--- src/rtl/fifo_sync_ctrl.sv ---
// ---------------------------------------------------------------------------
// fifo_sync_ctrl
// Single-clock pointer/flag controller for a first-word-fall-through FIFO
// built around an external fifomem (n-bit addresses, 2**n entries).
//
// Parameters:
//   n        address width, depth = 2**n
//   AF_LEVEL almost_full  asserts when count >= AF_LEVEL (1..2**n)
//   AE_LEVEL almost_empty asserts when count <= AE_LEVEL (0..2**n-1)
//
// Ports:
//   clk          clock, rising edge
//   rst_n        asynchronous active-low reset
//   winc         write request (requester drives fifomem wdata same cycle)
//   rinc         read request, pops the head entry shown on fifomem rdata
//   wclken       memory write enable = winc & ~full
//   waddr/raddr  memory write/read addresses
//   full/empty   occupancy flags
//   almost_full  / almost_empty  programmable threshold flags
//   count        occupancy 0..2**n
//
// Optional feature, macro FIFO_SYNC_ERR_EN:
//   ovf      sticky, set after a write attempted while full
//   udf      sticky, set after a read attempted while empty
//   err_clr  clears ovf/udf on the next edge; a same-cycle set wins
// ---------------------------------------------------------------------------
module fifo_sync_ctrl #(
    parameter int n        = 4,
    parameter int AF_LEVEL = 14,
    parameter int AE_LEVEL = 2
) (
    input  logic         clk,
    input  logic         rst_n,
    input  logic         winc,
    input  logic         rinc,
    output logic         wclken,
    output logic [n-1:0] waddr,
    output logic [n-1:0] raddr,
    output logic         full,
    output logic         empty,
    output logic         almost_full,
    output logic         almost_empty,
    output logic [n:0]   count
`ifdef FIFO_SYNC_ERR_EN
    ,
    output logic         ovf,
    output logic         udf,
    input  logic         err_clr
`endif
);

    localparam logic [n:0] AF_THR = (n+1)'(AF_LEVEL);
    localparam logic [n:0] AE_THR = (n+1)'(AE_LEVEL);

    // Binary pointers with one extra wrap bit to tell full from empty.
    logic [n:0] wptr;
    logic [n:0] rptr;
    logic       wr_ok;
    logic       rd_ok;

    assign wr_ok = winc & ~full;
    assign rd_ok = rinc & ~empty;

    always_ff @(posedge clk or negedge rst_n) begin
        if (!rst_n) begin
            wptr <= '0;
            rptr <= '0;
        end else begin
            if (wr_ok) wptr <= wptr + 1'b1;
            if (rd_ok) rptr <= rptr + 1'b1;
        end
    end

    // All flags decode from registered pointers only.
    always_comb begin
        empty        = (wptr == rptr);
        full         = (wptr[n] != rptr[n]) && (wptr[n-1:0] == rptr[n-1:0]);
        count        = wptr - rptr;
        almost_full  = (count >= AF_THR);
        almost_empty = (count <= AE_THR);
        wclken       = wr_ok;
        waddr        = wptr[n-1:0];
        raddr        = rptr[n-1:0];
    end

`ifdef FIFO_SYNC_ERR_EN
    always_ff @(posedge clk or negedge rst_n) begin
        if (!rst_n) begin
            ovf <= 1'b0;
            udf <= 1'b0;
        end else begin
            if (winc && full)  ovf <= 1'b1;
            else if (err_clr)  ovf <= 1'b0;
            if (rinc && empty) udf <= 1'b1;
            else if (err_clr)  udf <= 1'b0;
        end
    end
`endif

endmodule
--- config.mk ---
export PLATFORM = sky130hd
export DESIGN_NAME = fifo_sync_ctrl
export DESIGN_NICKNAME = d
export VERILOG_FILES = /design/src/rtl/fifo_sync_ctrl.sv
export SDC_FILE = /design/constraint.sdc
export NUM_CORES = 1
export LEC_CHECK = 0
export ABC_CLOCK_PERIOD_IN_PS = 2500
export CORE_ASPECT_RATIO = 1.4
export CORE_UTILIZATION = 35
export DETAILED_ROUTE_END_ITERATION = 10
export PLACE_DENSITY = 0.61
export SLEW_MARGIN = 20
export SYNTH_ARGS = -nofsm -noshare
export SYNTH_HDL_FRONTEND = slang
export SYNTH_SLANG_ARGS = --single-unit
--- constraint.sdc ---
create_clock -name clk -period 2.5 [get_ports clk]
set_input_delay 0.75 -clock clk [delete_from_list [all_inputs] [get_ports clk]]
set_output_delay 0.75 -clock clk [all_outputs]
set_load 0.01 [all_outputs]
-- Word-level counts from Yosys, hierarchy flattened
Cells that the tools add are included.
- output and inout port bits: 18
- flip-flop bits (word level): 10
- $add $sub $neg: 3
- eq/ne operators: 3
- magnitude comparators: 2
- bitwise logic cells: 4
- reductions and logical operators: 1
- operators with widths (operator ; number):
    $add A5 B1 Y5 const B ; 2
    $eq A5 B5 Y1 ; 1
    $ge A5 B4 Y1 const B ; 1
    $le A5 B2 Y1 const B ; 1
    $sub A5 B5 Y5 ; 1
    $eq A4 B4 Y1 ; 1
    $and A1 B1 Y1 ; 2
    $not A1 Y1 ; 2
    $logic_and A1 B1 Y1 ; 1
    $ne A1 B1 Y1 ; 1

-- Depth between registers and ports, before layout
- word-level depth: 4
- mapped depth: 7
- mapped depth without buffers: 7

-- Worst setup path before layout
Ideal clock, no wire load.
- kind: reg-to-output
- start: register wptr[0]
- end: output port almost_full
- stages on the path, launching flop included: 8
- arrival: 1.789 ns
- buffers on the path: 0
- path slack: -0.039 ns
- cells stage by stage: dfrtp_1 > inv_1 > ha_1 > inv_1 > fa_1 > xor2_1 > nand2_1 > o32ai_1
- word-level cells in the longest chain between the ends: 2
- ends and longest elaborated chain (item ; line ; RTL):
    from (decl) ; 56 ; logic [n:0] wptr;
    from (signal assigned) ; 69 ; if (wr_ok) wptr <= wptr + 1'b1;
    $sub A5 B5 Y5 ; 78 ; count = wptr - rptr;
    via count[2] ; 43 ; output logic [n:0] count
    $ge A5 B4 Y1 ; 79 ; almost_full = (count >= AF_THR);
    to (decl) ; 41 ; output logic almost_full,
The timed path passes the listed nets, and every way through them passes these cells.

-- Final worst setup path
- start: register rptr[0]
- end: output port almost_empty
- word-level cells in the longest chain between the ends: 2
- ends and longest elaborated chain (item ; line ; RTL):
    from (decl) ; 57 ; logic [n:0] rptr;
    from (signal assigned) ; 70 ; if (rd_ok) rptr <= rptr + 1'b1;
    $sub A5 B5 Y5 ; 78 ;
    $le A5 B2 Y1 ; 80 ; almost_empty = (count <= AE_THR);
    to (decl) ; 42 ; output logic almost_empty,
No other way between the ends.

==> flow_summary_export.csv <==
group,metric,value,unit
critical_path,worst_setup_path_end_kind,"output port",
layout,final_common_cell,"buf_4",
sta,period_share,108,%
sta,finalCriticalPeriod,2.69,ns
routing,wirelength,1660,um
floorplan,die_h,57.2,um
global_routing,track_usage,15.5,%
sta,fin_tns_setup,-0.501,ns
critical_path,arrival,1.94,ns
routing,drc_errors,0,
critical_path,cp_max_fo,3,
run_status,violations,"negative setup slack",
clocking,clk_path_buf_depth,2,
routing,routedWlPerCell,12.6,um
clocking,cts_buffers,3,
critical_path,critPathLaunchType,"flop",
routing,ant_nets,0,
sta,tightest_slew,0.464,ns
place,portBuffers,21,
logic_synthesis,synth_fp_nets,85,
place,finalWeightedCongestion,0.777,
global_routing,grt_max_degree,11,
floorplan,die_w,41.4,um
logic_synthesis,ys_seq_area_share,32.9,%
logic_synthesis,postSynthAreaPerCell,10.3,um^2
critical_path,critPathLaunch,"rptr[0]$_DFFE_PN0P_",
layout,diodes,0,
critical_path,rr_startpoint,"wptr[2]$_DFFE_PN0P_",
floorplan,core,0.00200,mm^2
routing,first_iter_violations,1,
global_routing,grt_overflow,0,
clocking,clock-sinks,10,
layout,drive_gt1_share,41.4,%
layout,final_util,59.4,%
sta,setup_slack,-0.190,ns
routing,drtPass1Iterations,4,
place,place_ws,-0.348,ns
logic_synthesis,ys_types,24,
logic_synthesis,mappedNetlistArea,761,um^2
clocking,cts_tree,"built",
global_routing,grt_pass1_vias,656,
hold_path,min_from,"rptr[3]$_DFFE_PN0P_",
sta,rsz0062_at_grt,"yes",
critical_path,r2r_cells,6,
floorplan,io_pins,22,
critical_path,cp.required,1.75,ns
critical_path,path_class,"reg2out",
clocking,root_buffer,"clkbuf_4",
hold_path,whs_endpoint,"rptr[3]$_DFFE_PN0P_",
routing,num_vias,683,
sta,whs,0.563,ns
floorplan,initial_core_util,38.1,%
critical_path,r2r_end,"rptr[1]$_DFFE_PN0P_",
global_routing,grt_pass1_wl,2790,um
floorplan,row_count,19,
hold_path,hold_path_depth,2,
floorplan,design.die.area,0.00237,mm^2
sta,skew,0.00409,ns
hold_path,min_path_type,"reg2reg",
routing,via_per_inst,5.17,
sta,max_freq,372,MHz
critical_path,rrSetupSlack,0.76,ns
sta,maxSlewViolCount,0,
layout,final_cell_mix,"20 x buf_4, 12 x clkdlybuf4s50_1, 10 x dfrtp_1",
clocking,clk_pin_slew_worst_paths,0.07,ns
clocking,clkLatencyLatePin,0.27,ns
run_status,status,"complete, but fails checks",
layout,synthToLayoutAreaGrowth,55.9,%
flow_run,max-cap-violations,0,
logic_synthesis,syn_inst,74,
sta,max_slew_margin,69.0,%
logic_synthesis,synth_seq_cells,10,
place,dp_hpwl,1330,um
sta,hold_violations,0,
global_routing,antenna_found_initial,0,
logic_synthesis,yosysWarnings,0,
layout,final_nets,123,
clocking,holdBufCountCts,0,
clocking,cts_htree_levels,1,
sta,setup_viol,3,
-- repair_timing --
item,in CTS,in global routing
resized for setup,26,11
pin swaps,4,8
setup buffers,1,1
setup endpoints to repair,9,8
-- cells in the mapped netlist --
cell type  number  share of area (%)
ha_1            6                9.9
fa_1            1                2.6
buf_4           8                7.9
o2111ai_1       1                1.2
nand3b_1        1               0.99
o32ai_1         1                1.2
xor2_2          1                2.1
and3b_1         1                1.2
mux2_4          2                3.9
xor2_1          1                1.2
and3_1          4                3.3
o211ai_1        5                4.9
nand2_1         1               0.49
dfrtp_1        10                 33
o21ai_2         2                2.3
nand3_1         1               0.66
a21boi_0        1               0.99
inv_1           7                3.5
nor2_1          4                2.0
nand4_2         1                1.6
and2_1          1               0.82
a21oi_1         4                2.6
o221a_1         1                1.5
xnor2_1         9                 10
-- routing by layer --
metal / global-route usage (%) / up-vias / routed length [um]
met5: 0 / - / 0
met4: 11.1 / 0 / 80
met3: 1.58 / 9 / 59
met2: 28.1 / 21 / 874
met1: 16.3 / 322 / 643
li1: - / 331 / -
-- worst max path at each step --
stage / slack, ns / to
after detailed placement: -0.35 / almost_full
after CTS: -0.21 / almost_full
after floorplan: 0.03 / almost_full
after global placement: -0.32 / almost_empty
after global routing: -0.28 / almost_full
final: -0.19 / almost_empty
-- final cells by class --
cell class / instances / area (um^2)
well taps: 21 / 26.3
clock buffers: 4 / 36.3
multi-input cells: 49 / 510
inverters: 7 / 26.3
flip-flops and latches: 10 / 250
fillers: 184 / 811
repair buffers: 41 / 337
-- cell families (layout without fill, tap and decap cells) --
kind of cell | count (synthesis) | count (layout) | share of synthesized area, %
DFF | 10 | 10 | 32.9
buffers and inverters | 15 | 52 | 11.3
adders and majority gates | 7 | 7 | 12.5
AOI/OAI and AO/OA | 15 | 15 | 14.6
muxes | 2 | 2 | 3.95
and+or+nand+nor | 14 | 14 | 11.0
xor gates and xnor gates | 11 | 11 | 13.7
-- registers in the layout, summed over array words and instances (netlist names) --
name  flops
rptr      5
wptr      5
-- critical path: stages, from the launching register on --
cell	delay (ns)
dfrtp_1	0.44
ha_4	0.18
inv_2	0.04
fa_2	0.22
buf_4	0.12
nand3_2	0.06
a21oi_1	0.26
o221a_1	0.23
buf_2	0.12
-- stage by stage --
stage	std cells	instance area [um^2]
final	132	1190
after global placement	126	1080
after CTS	131	1150
after detailed placement	126	1080
after global routing	132	1190
after floorplan	74	768
Power is left out: the tool's default activity adds up to more than one toggle a clock period on the data nets, which glitch-free logic cannot reach.
